## src/rtl/alarm_input_pkg.sv

```systemverilog
// Shared channel indices, key FSM state type and default 50 MHz timing
// for the alarm CPU input conditioner.
package alarm_input_pkg;

    localparam int CH_HOURS    = 0;
    localparam int CH_MINUTES  = 1;
    localparam int CH_OFF      = 2;
    localparam int CH_SETALARM = 3;
    localparam int CH_SETCLOCK = 4;
    localparam int CH_SWRESET  = 5;

    localparam int NUM_KEYS = 3;
    localparam int NUM_CH   = 6;

    // Only hours and minutes auto-repeat; off fires once per press.
    localparam logic [NUM_KEYS-1:0] KEY_REPEAT_EN = 3'b011;

    localparam int DEF_DEBOUNCE_CYCLES = 1000000;
    localparam int DEF_PULSE_CYCLES    = 50000;
    localparam int DEF_REPEAT_DELAY    = 25000000;
    localparam int DEF_REPEAT_PERIOD   = 10000000;
    localparam int DEF_CNT_W           = 25;

    typedef enum logic [1:0] {
        KEY_IDLE,
        KEY_HELD,
        KEY_REPEAT
    } key_state_e;

endpackage

```

## src/rtl/alarm_input_conditioner_debounce.sv

```systemverilog
// Two-flop synchroniser followed by a restart-on-bounce debounce counter.
module debounce_sync
    import alarm_input_pkg::*;
#(
    parameter int DEBOUNCE_CYCLES = DEF_DEBOUNCE_CYCLES,
    parameter int CNT_W           = DEF_CNT_W
) (
    input  logic clk_i,
    input  logic rst_i,
    input  logic raw_i,
    output logic stable_o
);

    logic             sync1_q;
    logic             sync2_q;
    logic             stable_q;
    logic             stable_d;
    logic [CNT_W-1:0] cnt_q;
    logic [CNT_W-1:0] cnt_d;

    always_comb begin
        stable_d = stable_q;
        cnt_d    = cnt_q + CNT_W'(1);
        if (sync2_q == stable_q) begin
            cnt_d = '0;
        end else if (cnt_q == CNT_W'(DEBOUNCE_CYCLES - 1)) begin
            stable_d = sync2_q;
            cnt_d    = '0;
        end
    end

    always_ff @(posedge clk_i or posedge rst_i) begin
        if (rst_i) begin
            sync1_q  <= 1'b0;
            sync2_q  <= 1'b0;
            stable_q <= 1'b0;
            cnt_q    <= '0;
        end else begin
            sync1_q  <= raw_i;
            sync2_q  <= sync1_q;
            stable_q <= stable_d;
            cnt_q    <= cnt_d;
        end
    end

    assign stable_o = stable_q;

endmodule

```

## src/rtl/alarm_input_conditioner.sv

```systemverilog
// Conditions board keys and switches into the six 1-bit inputs polled
// by the alarm CPU: press pulses with auto-repeat, and interlocked levels.
module alarm_input_conditioner
    import alarm_input_pkg::*;
#(
    parameter int DEBOUNCE_CYCLES = DEF_DEBOUNCE_CYCLES,
    parameter int PULSE_CYCLES    = DEF_PULSE_CYCLES,
    parameter int REPEAT_DELAY    = DEF_REPEAT_DELAY,
    parameter int REPEAT_PERIOD   = DEF_REPEAT_PERIOD,
    parameter int CNT_W           = DEF_CNT_W
) (
    input  logic clk_clk,
    input  logic reset_reset,
    input  logic key_hours_n,
    input  logic key_minutes_n,
    input  logic key_off_n,
    input  logic sw_set_alarm,
    input  logic sw_set_clock,
    input  logic sw_reset,
    output logic hours_export,
    output logic minutes_export,
    output logic off_export,
    output logic set_alarm_export,
    output logic set_clock_export,
    output logic switch_reset_export
);

    logic [NUM_CH-1:0]   raw;
    logic [NUM_CH-1:0]   stable;
    logic [NUM_KEYS-1:0] key_pulse;
    logic                set_alarm_q;
    logic                set_clock_q;
    logic                sw_reset_q;

    assign raw[CH_HOURS]    = ~key_hours_n;
    assign raw[CH_MINUTES]  = ~key_minutes_n;
    assign raw[CH_OFF]      = ~key_off_n;
    assign raw[CH_SETALARM] = sw_set_alarm;
    assign raw[CH_SETCLOCK] = sw_set_clock;
    assign raw[CH_SWRESET]  = sw_reset;

    for (genvar c = 0; c < NUM_CH; c++) begin : g_db
        debounce_sync #(
            .DEBOUNCE_CYCLES(DEBOUNCE_CYCLES),
            .CNT_W          (CNT_W)
        ) u_db (
            .clk_i   (clk_clk),
            .rst_i   (reset_reset),
            .raw_i   (raw[c]),
            .stable_o(stable[c])
        );
    end

    for (genvar k = 0; k < NUM_KEYS; k++) begin : g_key
        key_state_e       state_q;
        key_state_e       state_d;
        logic [CNT_W-1:0] dcnt_q;
        logic [CNT_W-1:0] dcnt_d;
        logic [CNT_W-1:0] pcnt_q;
        logic [CNT_W-1:0] pcnt_d;
        logic             pulse_q;
        logic             fire;

        // Delay counter is loaded with N-1 so a fire lands every N cycles.
        always_comb begin
            state_d = state_q;
            dcnt_d  = dcnt_q;
            fire    = 1'b0;
            unique case (state_q)
                KEY_IDLE: begin
                    if (stable[k]) begin
                        state_d = KEY_HELD;
                        fire    = 1'b1;
                        dcnt_d  = CNT_W'(REPEAT_DELAY - 1);
                    end
                end
                KEY_HELD: begin
                    if (!stable[k]) begin
                        state_d = KEY_IDLE;
                    end else if (dcnt_q != '0) begin
                        dcnt_d = dcnt_q - CNT_W'(1);
                    end else if (KEY_REPEAT_EN[k]) begin
                        state_d = KEY_REPEAT;
                        fire    = 1'b1;
                        dcnt_d  = CNT_W'(REPEAT_PERIOD - 1);
                    end
                end
                KEY_REPEAT: begin
                    if (!stable[k]) begin
                        state_d = KEY_IDLE;
                    end else if (dcnt_q != '0) begin
                        dcnt_d = dcnt_q - CNT_W'(1);
                    end else begin
                        fire   = 1'b1;
                        dcnt_d = CNT_W'(REPEAT_PERIOD - 1);
                    end
                end
                default: state_d = KEY_IDLE;
            endcase
        end

        // Pulse counter runs independently of the FSM so release never truncates.
        always_comb begin
            pcnt_d = '0;
            if (fire) begin
                pcnt_d = CNT_W'(PULSE_CYCLES);
            end else if (pcnt_q != '0) begin
                pcnt_d = pcnt_q - CNT_W'(1);
            end
        end

        always_ff @(posedge clk_clk or posedge reset_reset) begin
            if (reset_reset) begin
                state_q <= KEY_IDLE;
                dcnt_q  <= '0;
                pcnt_q  <= '0;
                pulse_q <= 1'b0;
            end else begin
                state_q <= state_d;
                dcnt_q  <= dcnt_d;
                pcnt_q  <= pcnt_d;
                pulse_q <= (pcnt_d != '0);
            end
        end

        assign key_pulse[k] = pulse_q;
    end

    always_ff @(posedge clk_clk or posedge reset_reset) begin
        if (reset_reset) begin
            set_alarm_q <= 1'b0;
            set_clock_q <= 1'b0;
            sw_reset_q  <= 1'b0;
        end else begin
            set_alarm_q <= stable[CH_SETALARM] & ~stable[CH_SETCLOCK];
            set_clock_q <= stable[CH_SETCLOCK];
            sw_reset_q  <= stable[CH_SWRESET];
        end
    end

    assign hours_export        = key_pulse[CH_HOURS];
    assign minutes_export      = key_pulse[CH_MINUTES];
    assign off_export          = key_pulse[CH_OFF];
    assign set_alarm_export    = set_alarm_q;
    assign set_clock_export    = set_clock_q;
    assign switch_reset_export = sw_reset_q;

endmodule

```

## config.mk

```make
export PLATFORM = sky130hd
export DESIGN_NAME = alarm_input_conditioner
export DESIGN_NICKNAME = d
export VERILOG_FILES = /design/src/rtl/alarm_input_pkg.sv /design/src/rtl/alarm_input_conditioner_debounce.sv /design/src/rtl/alarm_input_conditioner.sv
export SDC_FILE = /design/constraint.sdc
export NUM_CORES = 1
export LEC_CHECK = 0
export ABC_AREA = 0
export CORE_MARGIN = 1
export CORE_UTILIZATION = 25
export CTS_BUF_LIST = sky130_fd_sc_hd__clkbuf_16
export CTS_CLUSTER_SIZE = 16
export DETAILED_ROUTE_END_ITERATION = 8
export GPL_TIMING_DRIVEN = 0
export PLACE_DENSITY = 0.48
export SLEW_MARGIN = 10
export SYNTH_ARGS = -nofsm -noshare
export SYNTH_HDL_FRONTEND = slang
export SYNTH_SLANG_ARGS = --single-unit
```

## constraint.sdc

```tcl
create_clock -name clk_clk -period 13.3 [get_ports clk_clk]
set_clock_uncertainty 0.2 [all_clocks]
set_input_delay 2.66 -clock clk_clk [delete_from_list [all_inputs] [get_ports clk_clk]]
set_output_delay 2.66 -clock clk_clk [all_outputs]
set_load 0.01 [all_outputs]
```

# Word-level counts from Yosys, hierarchy flattened
# Index checks and enable logic that the tools add are counted.
# totals
register_bits,330
latchBits,0
mem_bits_rw,0
mem_bits_ro,0
in_bits,8
output_inout_bits,6
mem_count,0
# classes
addsub,12
mul,0
div_mod_pow,0
n_lt_le_gt_ge,0
eq_ne,31
shift,0
mux,57
bitwise_logic,11
reduce_logical,30
# ops
operator,n
$mux W25,29
$reduce_bool A25 Y1,9
$add A25 B1 Y25 const B,6
$eq A25 B20 Y1 const B,6
$sub A25 B1 Y25 const B,6
$pmux W25 S2,2
$pmux W25 S3,1
$mux W2,10
$ne A2 B1 Y1 const B,7
$reduce_and A2 Y1,7
$pmux W2 S3,2
$reduce_and A3 Y1,4
$not A1 Y1,10
$mux W1,9
$ne A2 B2 Y1 const B,4
$eq A1 B1 Y1,6
$eq A2 B1 Y1 const B,3
$eq A2 B2 Y1 const B,3
$logic_not A2 Y1,3
$ne A3 B3 Y1 const B,2
$pmux W1 S2,3
$reduce_or A2 Y1,3
$reduce_and A5 Y1,1
$pmux W2 S2,1
other kinds (3),4

# Longest topological paths before layout
# Gate-level depths: netlist of run 1.
# logic_depth
depth_word,6
depth_mapped,10

# Hierarchy
# From an unflattened synthesis of run 1, not the netlist that was laid out.
# hier_totals
cells_unflattened,1718
hier_area_um2,16024.1
# by_module_without_submodules
mod,instances,cells_each,area_per_inst_um2,seq_area_each_um2
alarm_input_conditioner,1,883,7775.0,3403.3
debounce_sync at g_db[0].u_db ...,5,139,1370.1,700.7
debounce_sync at g_db[5].u_db,1,140,1398.8,700.7

# Worst setup path after synthesis of run 1
# Ideal clock, no wire load.
# synth_path
path_type,reg-to-output
startpoint,"register g_key[0].pulse_q, in the netlist hours_export"
endpoint,output port hours_export
arrival_time_ns,0.376
t_required_ns,10.440
slack_ns,10.064
path_stages_with_launch,1
path_cell_list,dfrtp_1
# synth_lines
element,line,rtl
start: declaration,alarm_input_conditioner.sv:61,logic pulse_q;
start signal: assignment,alarm_input_conditioner.sv:122,pulse_q <= (pcnt_d != '0);
end: declaration,alarm_input_conditioner.sv:20,"output logic hours_export,"
# No word-level cell between the ends.

# Worst setup path in the final report of run 1
# layout_path
startpoint,"register g_key[2].pulse_q, in the netlist off_export"
endpoint,output port off_export
# layout_lines
element,line,rtl
start: declaration,alarm_input_conditioner.sv:61,
start signal: assignment,alarm_input_conditioner.sv:122,
end: declaration,alarm_input_conditioner.sv:22,"output logic off_export,"
# No word-level cell between the ends.

==> metrics.md, run 1 <==
| Metric | Value |
|---|---|
| GP Congestion | 0.789 |
| CTS clk-pin slew, worst paths | approximately 0.060 ns |
| Leakage power | 7.91 nW |
| Slowest cell on crit path | clkdlybuf4s50_1 |
| Relative slew slack | 0.508 |
| CTS Buf Count | 37 |
| CTS Buffer Depth | 3 |
| Root buffer cell | clkbuf_16 |
| Tcrit/Tclk final | 0.327 |
| IO Pins | 14 |
| Post-Place Cells | between 2,000 and 2,500 |
| Crit-path cells | clkdlybuf4s50_1 |
| Initial Util | 0.253 |
| Tot Pwr | between 1.5 and 2 mW |
| Vias in the first global route | between 10,000 and 15,000 |
| DR iter-0 viols | between 600 and 700 |
| CP endpoint kind | primary output |
| ANT cells | 0 |
| Vias/cell | roughly 4.6 |
| Final setup vio count | 0 |
| Wire per inst | 13.0 um |
| Compound-Gate Fraction of Synth Area | 0.0922 |
| Simple-gate share of the synthesized area | 0.245 |
| Cell area power density | ~110 nW/um2 |
| Final WS setup | about 8.9 ns |
| Die Area | 62,100 um2 |
| Synthesized Nets | ~1,700 |
| Largest family of logic cells by synthesized area | simple AND/OR/NAND/NOR gates |
| Share of layout cells above drive strength 1 | 0.0591 |
| Remaining Overflow, GRT | 0 |
| Reg2reg start | g_key[1].pcnt_q[0]$_DFF_PP0_ |
| Synthesis-stage register bit count | 304 |
| Synthesized instance count | between 1,500 and 2,000 |
| Min Clock Period, post-route | 4.35 ns |
| Initial antenna violation count | 0 |
| Min-delay src | g_db[2].u_db.sync1_q$_DFF_PP0_ |
| First-pass GRT wire length | around 56,000 um |
| Post-DP HPWL | approximately 21,000 um |
| CTS HTree Levels | 2 |
| Worst reg2reg setup slack | roughly 9.4 ns |
| DRT Pass-1 Iters | 5 |
| Cell count along the critical path | 1 |
| Max Clk Rate | 230 MHz |
| Netlist Area Pre-Place | roughly 15,000 um2 |
| Max Cap Violations | 0 |
| Yosys warnings | 0 |
| Worst hold stages | 0 |
| Number of antenna-violating nets in the routed design | 0 |
| Req. time, crit path | around 10 ns |
| XOR/XNOR Fraction of Synth Area | 0.114 |
| Cts repair resizes | 0 |
| Final Hold Viols | 0 |
| CTS tree | done |
| Crit path buffers/inverters | 1 |
| Post-synth EDFFs | 0 |
| RSZ-0062 raised after global routing | no |
| Max incr delay on CP | 0.56 ns |
| Biggest area consumer among synthesized cells | dfrtp_1 |
| FF-to-FF path depth | 8 |
| Fin cells | around 2,500 |
| Cell family with most CP delay | buffers and inverters |
| Sequential share of the synthesized area | 0.498 |
| Residual DRC | 0 |
| Area grow syn2layout | 15.5% |
| Post-synth ARST share | 1.00 |
| Leading cell types in the layout, fill and taps excluded | dfrtp_1, nor2_1, nand2_1 |
| Setup CP Type | reg -> out |
| Critical R2R Capture | minutes_export$_DFF_PP0_ |
| Core area | a little over 60,000 um2 |
| Fin area | between 15,000 and 20,000 um2 |
| Fin. max-slew vios | 0 |
| Synth cell types | between 60 and 70 |
| Cell Area, Placed | 16,500 um2 |
| Synth Area in Adders | 0.0180 |
| Status | completed |
| Post-CTS Hold Buffers | 0 |
| Startpoint types | flip-flop |
| Pin count of the biggest net entering global routing | 97 |
| Gr usage total | 0.106 |
| Worst-Margin Slew | approximately 0.73 ns |
| Input/output buffers | 13 |
| Top cells by area, synth | dfrtp_1, nor2_1, xnor2_1 |
| Largest vdd supply drop | 0.0656 mV |
| Pre-CTS setup slack | approximately 8.2 ns |
| CP Max Fanout | 1 |
| Die Y | approximately 250 um |
| Cell Rows | 90 |
| Hold WC Path Type | reg -> reg |
| Arrival @ worst endpoint | ~1.5 ns |
| Worst setup path startpoint | off_export$_DFF_PP0_ |
| Syn avg cell area | between 9 and 10 um2 |
| Worst hold endpoint | g_db[2].u_db.sync2_q$_DFF_PP0_ |
| Yosys top cell area share | 0.498 |
| Nets | roughly 1,700 |
| Most common cell after layout, fill and taps aside | dfrtp_1 |
| Multiplexer area fraction after synthesis | 0.00573 |
| Clk_lat worst skew | 0.55 ns |
| Synth Flop Type | dfrtp_1 |
| Via count | around 12,000 |
| Post-Route WL | approximately 32,000 um |
| Die W | roughly 250 um |
| Post-CTS setup buffer count | 0 |
| Clk sinks | 304 |
[cell families after synthesis]
logic type | Yosys count
simple gates | 763
flops | 304
compound gates | 231
xor+xnor | 199
buf+inv | 102
fa+ha+maj | 22
mux | 8
[where the power goes]
group	switching, mW	leakage [nW]	internal [mW]
Combinational	0.0307	3.11	0.0104
Clock	0.400	0.587	0.586
Sequential	0.00541	4.21	0.932
[metal layers]
metal / vias up / global-route usage / share of wire
met1: 5584 / 0.142 / 0.49
met4: 0 / 0.0363 / 0.021
met2: 117 / 0.171 / 0.45
li1: 5778 / - / -
met5: - / 0 / 0
met3: 44 / 0.0201 / 0.032
[sequential cells by signal, summed over array words and instances (netlist names), 5 cells and up]
signal,cells
g_key.state_q,5
g_db.u_db.sync2_q,6
g_db.u_db.stable_o,6
g_key.dcnt_q,50
g_db.u_db.cnt_q,150
g_key.pcnt_q,75
g_db.u_db.sync1_q,6
[worst max-delay path by stage]
| stage | end | slack (ns) |
|---|---|---|
| floorplan | g_db[0].u_db.cnt_q[0]$_DFF_PP0_ | 2.04 |
| global placement | g_db[1].u_db.cnt_q[17]$_DFF_PP0_ | -2.37 |
| detailed placement | g_db[3].u_db.cnt_q[17]$_DFF_PP0_ | 8.24 |
| CTS | g_db[3].u_db.cnt_q[1]$_DFF_PP0_ | 8.83 |
| global route | g_db[3].u_db.cnt_q[1]$_DFF_PP0_ | 8.63 |
| finish | off_export | 8.95 |
[cell type report]
cell class / count / area, um2
flip-flops and latches: 304 / 7610
repair buffers: 16 / 213
plain buffers: 47 / 199
fillers: 6333 / 42700
clock inverters: 26 / 198
well taps: 782 / 978
clock buffers: 39 / 976
inverters: 55 / 214
multi-input cells: 1223 / 7260
[cell usage after synthesis, types with 4 or more instances]
master	count
a211o_1	5
a21oi_1	48
a22o_1	10
a31oi_1	8
and2_1	4
and3_1	29
and4_1	8
buf_2	5
clkbuf_1	39
dfrtp_1	304
ha_1	22
inv_1	55
mux2_2	6
nand2_1	105
nand2b_1	9
nand3_1	87
nand3b_1	4
nand4_1	30
nor2_1	295
nor2b_1	6
nor3_1	54
nor3b_1	5
nor4_1	41
nor4b_1	8
o21a_1	5
o21ai_0	91
o21ai_1	8
o21bai_1	7
o22ai_1	6
o31ai_1	12
o41ai_1	5
or2_2	12
or3_1	39
or4_1	7
xnor2_1	103
xor2_1	96
[through the flow]
| stage | utilization | TNS (ns) | hold WS, ns |
|---|---|---|---|
| 5_1_grt | 0.292 | 0 | 0.161 |
| 2_1_floorplan | - | 0 | 0.131 |
| 3_3_place_gp | 0.271 | -713.95 | 0.134 |
| 3_5_place_dp | 0.273 | 0 | 0.137 |
| 6_report | 0.292 | 0 | 0.148 |
| 4_1_cts | 0.292 | 0 | 0.151 |
No activity file was read; power rests on OpenSTA's default activity.
==> run 2, diff against run 1 <==
--- a/config.mk
+++ b/config.mk
@@ -12,7 +12,7 @@
 export CTS_CLUSTER_SIZE = 16
 export DETAILED_ROUTE_END_ITERATION = 8
 export GPL_TIMING_DRIVEN = 0
-export PLACE_DENSITY = 0.48
+export PLACE_DENSITY = 0.49
 export SLEW_MARGIN = 10
 export SYNTH_ARGS = -nofsm -noshare
 export SYNTH_HDL_FRONTEND = slang
==> constraint.sdc (replaced) <==
create_clock -name clk_clk -period 4 [get_ports clk_clk]
set_clock_uncertainty 0.2 [all_clocks]
set_input_delay 0.8 -clock clk_clk [delete_from_list [all_inputs] [get_ports clk_clk]]
set_output_delay 0.8 -clock clk_clk [all_outputs]
set_load 0.01 [all_outputs]
==> metrics.md, run 2 (synthesized netlist as in run 1, its figures left out) <==
| Metric | Value |
|---|---|
| RSZ-0062 raised after global routing | no |
| Die Y | 249 um |
| Pin count of the biggest net entering global routing | 38 |
| DRT Pass-1 Iters | 5 |
| Clock power frac | 0.486 |
| Cell count along the critical path | 8 |
| Nets | 1,720 |
| Sw frac | 0.225 |
| Status | completed |
| Relative slew slack | 0.500 |
| Comb pwr share | 0.023 |
| Worst hold stages | 0 |
| Via count | 11,500 |
| Worst reg2reg setup slack | approximately 0.39 ns |
| CTS Buffer Depth | 3 |
| CP endpoint kind | flip-flop |
| Worst-Margin Slew | between 0.7 and 0.8 ns |
| Cell Rows | 90 |
| Clk sinks | 304 |
| Remaining Overflow, GRT | 0 |
| CTS tree | done |
| Final Hold Viols | 0 |
| CTS HTree Levels | 2 |
| Startpoint types | flip-flop |
| Die Area | approximately 62,000 um2 |
| ANT cells | 0 |
| Gr usage total | 0.107 |
| CTS clk-pin slew, worst paths | approximately 0.050 ns |
| Hold WC Path Type | reg -> reg |
| Tcrit/Tclk final | 0.904 |
| Most common cell after layout, fill and taps aside | dfrtp_1 |
| Initial antenna violation count | 0 |
| FF-to-FF path depth | 8 |
| Die W | 249 um |
| Vias in the first global route | ~12,000 |
| Leading cell types in the layout, fill and taps excluded | dfrtp_1, nor2_1, nand2_1 |
| Input/output buffers | 13 |
| CP Max Fanout | 7 |
| Post-CTS Hold Buffers | 0 |
| Final setup vio count | 0 |
| DR iter-0 viols | between 600 and 700 |
| IO Pins | 14 |
| Share of layout cells above drive strength 1 | 0.0589 |
| Cell area power density | around 360 nW/um2 |
| End-of-flow core utilization | 0.293 |
| Crit-path cells | inv_1 -> ha_1 -> nor4b_1 -> nand2_1 -> nor4_2 -> o211ai_1 -> a2111oi_0 -> o21ai_1 |
| Req. time, crit path | 4.18 ns |
| Largest Register | g_db.u_db.cnt_q |
| Max FFs per register | 150 |
| Cts repair resizes | 0 |
| Core area | about 60,000 um2 |
| Max Cap Violations | 0 |
| Vias/cell | roughly 4.6 |
| Net Sw Power | 1.43 mW |
| Max Clk Rate | between 200 and 300 MHz |
| Initial Util | 0.253 |
| Int Pwr | ~4.9 mW |
| Largest vdd supply drop | approximately 0.24 mV |
| Setup CP Type | reg -> reg |
| Post-Route WL | approximately 32,000 um |
| Root buffer cell | clkbuf_16 |
| Leakage power | 7.92 nW |
| GP Congestion | about 0.80 |
| Clk_lat worst skew | approximately 0.54 ns |
| Residual DRC | 0 |
| CTS Buf Count | 37 |
| Area grow syn2layout | 15.7% |
| Fin. max-slew vios | 0 |
| Register share of total power | 0.491 |
| Post-DP HPWL | between 20,000 and 25,000 um |
| Post-CTS setup buffer count | 0 |
| First-pass GRT wire length | around 57,000 um |
| Fin Setup TNS | 0 ns |
| Cell family with most CP delay | simple AND/OR/NAND/NOR gates |
| Number of antenna-violating nets in the routed design | 0 |
| Arrival @ worst endpoint | ~3.8 ns |
| Wire per inst | ~13 um |
| Biggest registers after layout | g_db.u_db.cnt_q: 150 flops, g_key.pcnt_q: 75 flops, g_key.dcnt_q: 50 flops |
| Slowest cell on crit path | nor4b_1 |
| Min Clock Period, post-route | between 3 and 4 ns |
| Crit path buffers/inverters | 1 |
| Max incr delay on CP | between 0.6 and 0.7 ns |
==> run 2: cell types whose count changed in the layout (fill, tap and decap cells not counted), moves of 2 or more <==
cell       before  now
buf_12          0    9
buf_16          3    0
clkinv_2        7    4
bufinv_16       3    1
inv_1          57   60
==> run 2: path summary, 6_finish.rpt <==
| check | endpoint | startpoint |
|---|---|---|
| min in group asynchronous | g_db[0].u_db.cnt_q[23]$_DFF_PP0_ | reset_reset |
| max in group asynchronous | set_clock_export$_DFF_PP0_ | reset_reset |
| max reg2reg | minutes_export$_DFF_PP0_ | g_key[1].pcnt_q[0]$_DFF_PP0_ |
| min reg2reg | g_db[5].u_db.sync2_q$_DFF_PP0_ | g_db[5].u_db.sync1_q$_DFF_PP0_ |
| min | g_db[5].u_db.sync2_q$_DFF_PP0_ | g_db[5].u_db.sync1_q$_DFF_PP0_ |
| max | minutes_export$_DFF_PP0_ | g_key[1].pcnt_q[0]$_DFF_PP0_ |
==> run 2: layer usage <==
metal | global-route usage | vias to the layer above | wire (um)
met2 | 0.169 | 126 | 14400
met1 | 0.147 | 5573 | 16200
met3 | 0.0194 | 52 | 1040
met4 | 0.0362 | 0 | 683
met5 | 0 | - | 0
li1 | - | 5786 | -
==> run 2: power groups by stage <==
stage	sequential [mW]	clock (mW)	combinational [mW]
finish	3.12	3.09	0.147
global route	3.12	3.35	0.176
CTS	3.12	3.22	0.157
detailed placement	3.17	0	0.157
global placement	3.17	0	0.133
floorplan	3.17	0	0.0917
==> run 2: layout make-up <==
cell class                      instances  area (um2)
Fill cell                            6355       42700
Timing Repair Buffer                   22         310
Clock inverter                         25         148
Buffer                                 47         199
Clock buffer                           38         951
Sequential cell                       304        7610
Inverter                               55         210
Multi-Input combinational cell       1223        7260
Tap cell                              782         978
==> run 2: per-stage QoR <==
step                instances  hold WS (ns)  setup WS (ns)  total power [mW]  instance area [um2]
finish                   2496         0.147          0.386              6.35                17700
global route             2496         0.166         0.0322              6.64                17700
global placement         2424         0.138          -3.54              3.31                16400
detailed placement       2433         0.138          0.423              3.33                16600
CTS                      2496         0.151          0.393              6.50                17700
floorplan                1629         0.131          -1.04              3.26                15300
